File: src/rtl/keypad_dir_ctrl.sv
// Debounced N-key direction decoder with move strobe and auto-repeat.
// Path: raw keys -> 2-flop sync -> per-key debounce -> registered decode -> direction/repeat FSM.
module keypad_dir_ctrl #(
  parameter int NUM_KEYS     = 4,
  parameter int DEB_CYCLES   = 8,
  parameter int REPEAT_DELAY = 32,
  parameter int REPEAT_RATE  = 8,
  parameter int DIR_W        = $clog2(NUM_KEYS + 1)
) (
  input  logic                KB_clk,
  input  logic                rst,
  input  logic [NUM_KEYS-1:0] key_n,
  output logic [DIR_W-1:0]    direction,
  output logic                move_pulse,
  output logic [NUM_KEYS-1:0] pressed,
  output logic                multi_press
);

  localparam int DEB_W   = (DEB_CYCLES > 1) ? $clog2(DEB_CYCLES) : 1;
  localparam int RPT_MAX = (REPEAT_DELAY > REPEAT_RATE) ? REPEAT_DELAY : REPEAT_RATE;
  localparam int RC_W    = $clog2(RPT_MAX + 1);

  localparam logic [DIR_W-1:0] STILL    = DIR_W'(NUM_KEYS);
  localparam logic [DEB_W-1:0] DEB_LAST = DEB_W'(DEB_CYCLES - 1);
  localparam logic [RC_W-1:0]  DELAY_LD = RC_W'(REPEAT_DELAY - 1);
  localparam logic [RC_W-1:0]  RATE_LD  = RC_W'(REPEAT_RATE - 1);

  typedef enum logic [1:0] {
    IDLE,
    HOLD,
    REPEAT
  } state_t;

  logic [NUM_KEYS-1:0] sync1;
  logic [NUM_KEYS-1:0] key_s;
  logic [NUM_KEYS-1:0] raw;
  logic [NUM_KEYS-1:0] deb;
  logic [DEB_W-1:0]    deb_cnt [NUM_KEYS];

  logic [DIR_W-1:0]    pop;
  logic [DIR_W-1:0]    code;
  logic                multi;
  logic [DIR_W-1:0]    code_q;

  state_t              state;
  state_t              state_nxt;
  logic [RC_W-1:0]     rpt_cnt;
  logic [RC_W-1:0]     rpt_nxt;
  logic                pulse_nxt;

  assign raw = ~key_s;

  // Synchroniser and debounce; deb holds the active-high debounced key state.
  always_ff @(posedge KB_clk) begin
    if (rst) begin
      sync1 <= '1;
      key_s <= '1;
      deb   <= '0;
      for (int unsigned i = 0; i < NUM_KEYS; i++) begin
        deb_cnt[i] <= '0;
      end
    end else begin
      sync1 <= key_n;
      key_s <= sync1;
      for (int unsigned i = 0; i < NUM_KEYS; i++) begin
        if (raw[i] == deb[i]) begin
          deb_cnt[i] <= '0;
        end else if (deb_cnt[i] == DEB_LAST) begin
          deb[i]     <= ~deb[i];
          deb_cnt[i] <= '0;
        end else begin
          deb_cnt[i] <= deb_cnt[i] + DEB_W'(1);
        end
      end
    end
  end

  always_comb begin
    pop  = '0;
    code = STILL;
    for (int unsigned i = 0; i < NUM_KEYS; i++) begin
      if (deb[i]) begin
        pop  = pop + DIR_W'(1);
        code = DIR_W'(i);
      end
    end
    if (pop != DIR_W'(1)) begin
      code = STILL;
    end
    multi = (pop >= DIR_W'(2));
  end

  // code_q is the decoded "next direction"; direction trails it by one cycle
  // so that move_pulse can be asserted in the same cycle direction changes.
  always_ff @(posedge KB_clk) begin
    if (rst) begin
      pressed     <= '0;
      multi_press <= 1'b0;
      code_q      <= STILL;
      direction   <= STILL;
      move_pulse  <= 1'b0;
      rpt_cnt     <= '0;
      state       <= IDLE;
    end else begin
      pressed     <= deb;
      multi_press <= multi;
      code_q      <= code;
      direction   <= code_q;
      move_pulse  <= pulse_nxt;
      rpt_cnt     <= rpt_nxt;
      state       <= state_nxt;
    end
  end

  always_comb begin
    state_nxt = state;
    rpt_nxt   = rpt_cnt;
    pulse_nxt = 1'b0;
    case (state)
      IDLE: begin
        if ((code_q != direction) && (code_q != STILL)) begin
          pulse_nxt = 1'b1;
          rpt_nxt   = DELAY_LD;
          state_nxt = HOLD;
        end
      end
      HOLD, REPEAT: begin
        // A change of decoded direction always overrides the repeat timer.
        if (code_q == STILL) begin
          state_nxt = IDLE;
        end else if (code_q != direction) begin
          pulse_nxt = 1'b1;
          rpt_nxt   = DELAY_LD;
          state_nxt = HOLD;
        end else if (rpt_cnt == '0) begin
          pulse_nxt = 1'b1;
          rpt_nxt   = RATE_LD;
          state_nxt = REPEAT;
        end else begin
          rpt_nxt = rpt_cnt - RC_W'(1);
        end
      end
      default: begin
        state_nxt = IDLE;
      end
    endcase
  end

endmodule

File: config.mk
export PLATFORM = sky130hd
export DESIGN_NAME = keypad_dir_ctrl
export DESIGN_NICKNAME = d
export VERILOG_FILES = /design/src/rtl/keypad_dir_ctrl.sv
export SDC_FILE = /design/constraint.sdc
export NUM_CORES = 1
export LEC_CHECK = 0
export ABC_AREA = 1
export BUFFER_PORTS_ARGS = -buffer_cell sky130_fd_sc_hd__buf_2
export CORE_MARGIN = 1.5
export CORE_UTILIZATION = 51
export CTS_CLUSTER_DIAMETER = 50
export DETAILED_ROUTE_END_ITERATION = 8
export GPL_ROUTABILITY_DRIVEN = 0
export PLACE_DENSITY = 0.78
export SYNTH_ARGS = -nofsm -noshare
export SYNTH_HDL_FRONTEND = slang
export SYNTH_SLANG_ARGS = --single-unit
export TNS_END_PERCENT = 100
File: constraint.sdc
create_clock -name KB_clk -period 5.05 [get_ports KB_clk]
set_input_delay 0.505 -clock KB_clk [delete_from_list [all_inputs] [get_ports KB_clk]]
set_output_delay 0.505 -clock KB_clk [all_outputs]
set_load 0.05 [all_outputs]
==> impl_metrics.toml <==
[setup_path]
critPathKind = "flop to flop"
r2r_cells = 9
rr_startpoint = "deb[1]"
crit_fanout = 4
critPathArrivalTime_ps = 2160
crit_chain = "inv_1 > ha_1 > xor2_1 > ha_1 > nand2_1 > xor2_1 > nor2_1 > nand4_1 > o21bai_1"
critPathTopFamily = "adder cells"
crit_path_max_incr_delay_ps = 380
start_kind = "flop"
critPathRequiredTime_ps = 5230
reg2reg_slack_ps = 3070
crit_buf_inv = 1
worst_setup_path_end_kind = "flop"
cpMaxStageDelayCell = "dfxtp_1"
r2r-end = "code_q[2]"

[synthesis]
yosysSeqAreaShare_pct = 49.08
yosysUniqueCellTypes = 27
postSynthCellCount = 241
synth_flop_cell = "dfxtp_1"
async_flop_share_pct = 0
synth.largest_area_cell = "dfxtp_1"
synth_edf_count = 12
netlist_area_um2 = 2039
yosys_register_bits = 44
yosysTopAreaCellShare_pct = 31.41
yosysWarnings = 0
synth_most_common_cell = "nand2_1"
syn_area_per_cell_um2 = 8.462
synth_area_leaders = "dfxtp_1, edfxtp_1, ha_1"
synth_common_cells = "nand2_1, nor2_1, dfxtp_1"

[drt]
dr.pass1.iters = 4
routed_wl_um = 3178
drcViolationCount = 0
num_vias = 1541
postRouteAntennaNets = 0
drt_iter0_drc = 74
detail_route.wl_per_cell_um = 9.962
viasPerCell = 4.831

[cts]
path_clk_slew_ps = 80
cts_buffers = 5
cts_root_buf = "clkbuf_8"
post_cts_resized = 0
clk_latency_ps = 290
htreeDepth = 2
cts_hold_buf = 0
cts_sinks = 44
post_cts_buffers = 0
cts_buffer_depth = 2
cts_tree = "done"

[placed_design]
placed_area_um2 = 2198
portBuffers = 14
place_inst = 311
place_hpwl_um = 2386
dp_slack_ps = 3080

[timing]
layout_setup_ws_ps = 3072
finalSetupViolCount = 0
slew_violations = 0
clock_skew_ps = 2.660
fin_crit_sh_pct = 39.18
fin_setup_tns_ps = 0
finalHoldViolCount = 0
rsz0062_at_grt = "no"
fmax_mhz = 505.5
finalCriticalPeriod_ps = 1978

[layout]
multi_input_area_um2 = 943.4
fillCellCount = 359
area_growth_pct = 13.07
stdcell_area_um2 = 2306
final_nets = 290
layout.area.seq_um2 = 1001
drive_gt1_share_pct = 15.50
diodes = 0
stdcell_count = 319

[floorplan]
die_h_um = 66.24
io_pins = 15
die_area_um2 = 4387
die_w_um = 66.24
placementRows = 22
start_util_pct = 54.48
fp.coreArea_um2 = 3744

[power_and_ir_drop]
p_leak_uw = 0.001133
power_per_cell_area_nw_per_um2 = 417.5
total_power_uw = 962.7
clkPwrFrac_pct = 27.0
combPwrFrac_pct = 30.0
sequentialPowerShare_pct = 43.0
p_switching_uw = 316.8
internal-power_uw = 645.8
swShare_pct = 32.91
ir_drop_mv = 0.2457

[status]
status = "finished clean"

[grt]
grt_max_degree = 24
antenna_found_initial = 0
grtUsageTotal_pct = 16.62
grt_pass1_wl_um = 5554
grt-ovfl-total = 0
grt_pass1_vias = 1352

[worst_hold_path]
worstHoldPathType = "input port to flop"
whs_endpoint = "sync1[3]"
hold_path_startpoint = "key_n[3]"
min_path_cells = 2

[run]
maxCapViolations = 0
[cells in the final DEF (no fill, tap or decap)]
cell / n
a211oi_1: 3
a21oi_1: 11
a21oi_2: 1
buf_2: 14
bufinv_16: 1
clkbuf_1: 1
clkbuf_8: 5
clkinv_2: 1
conb_1: 12
dfxtp_1: 32
edfxtp_1: 12
ha_1: 14
inv_1: 31
inv_2: 2
nand2_1: 40
nand2_2: 2
nand2_4: 3
nand3_1: 14
nand3_2: 1
nand4_1: 4
nor2_1: 36
nor2_2: 2
o211ai_1: 2
o21ai_0: 10
o21ai_1: 1
o21bai_1: 2
o21bai_2: 1
or2_2: 9
xnor2_1: 2
xor2_1: 2
[how the worst max path moves through the flow]
| stage | slack, ps | depth (start not counted) | end | from |
|---|---|---|---|---|
| global placement | 3150 | 9 | code_q[2] | deb[1] |
| CTS | 3060 | 9 | code_q[2] | deb[1] |
| floorplan | 3240 | 9 | code_q[2] | deb[1] |
| global route | 2810 | 9 | code_q[2] | deb[1] |
| detailed placement | 3080 | 9 | code_q[2] | deb[1] |
| finish | 3070 | 9 | code_q[2] | deb[1] |
[per-layer routing]
layer	track usage [%]	part of all wire, %	vias up
met5	0	0	-
met4	6.122	1.6	0
met3	4.600	2.9	6
met2	27.38	48	15
met1	20.67	47	703
li1	-	-	817
[state kept, by name, summed over array words and instances (netlist names)]
signal / flops
code_q: 3
deb: 4
deb_cnt: 12
direction: 3
key_s: 4
move_pulse: 1
multi_press: 1
pressed: 4
rpt_cnt: 6
state: 2
sync1: 4
[final cells by class]
cell class / instances / area share, %
inverters: 33 / 5.372
clock inverters: 2 / 1.519
repair buffers: 14 / 3.039
multi-input cells: 172 / 40.91
clock buffers: 6 / 3.147
flip-flops and latches: 44 / 43.41
well taps: 48 / 2.604
[through the flow]
step,utilization (%),hold WS (ps)
6_report,61.60,391.0
5_1_grt,61.60,378.4
4_1_cts,61.60,382.5
3_5_place_dp,58.72,393.8
3_3_place_gp,58.72,392.1
2_1_floorplan,-,389.5
[power by group through the flow]
stage	clock network [µW]	registers, µW	logic, µW
global placement	0	421	283
floorplan	0	420	238
CTS	267	415	289
finish	259	414	289
detailed placement	0	423	287
global route	286	419	327
[kinds of logic after synthesis]
| family | share of synthesized area, % |
|---|---|
| AO/OA/AOI/OAI | 8.956 |
| XOR/XNOR | 1.718 |
| adder cells (fa/ha/maj) | 8.589 |
| buffers and inverters | 6.687 |
| flip-flops | 49.08 |
| other | 0.1839 |
| AND/OR/NAND/NOR | 24.78 |
[worst register-to-register path, stage by stage, from the launching register on]
cell and delay [ps]:
dfxtp_1 380, inv_1 100, ha_1 310, xor2_1 220, ha_1 180, nand2_1 60, xor2_1 170, nor2_1 140
nand4_1 130, o21bai_1 190
Power figures use the tool's default switching activity.
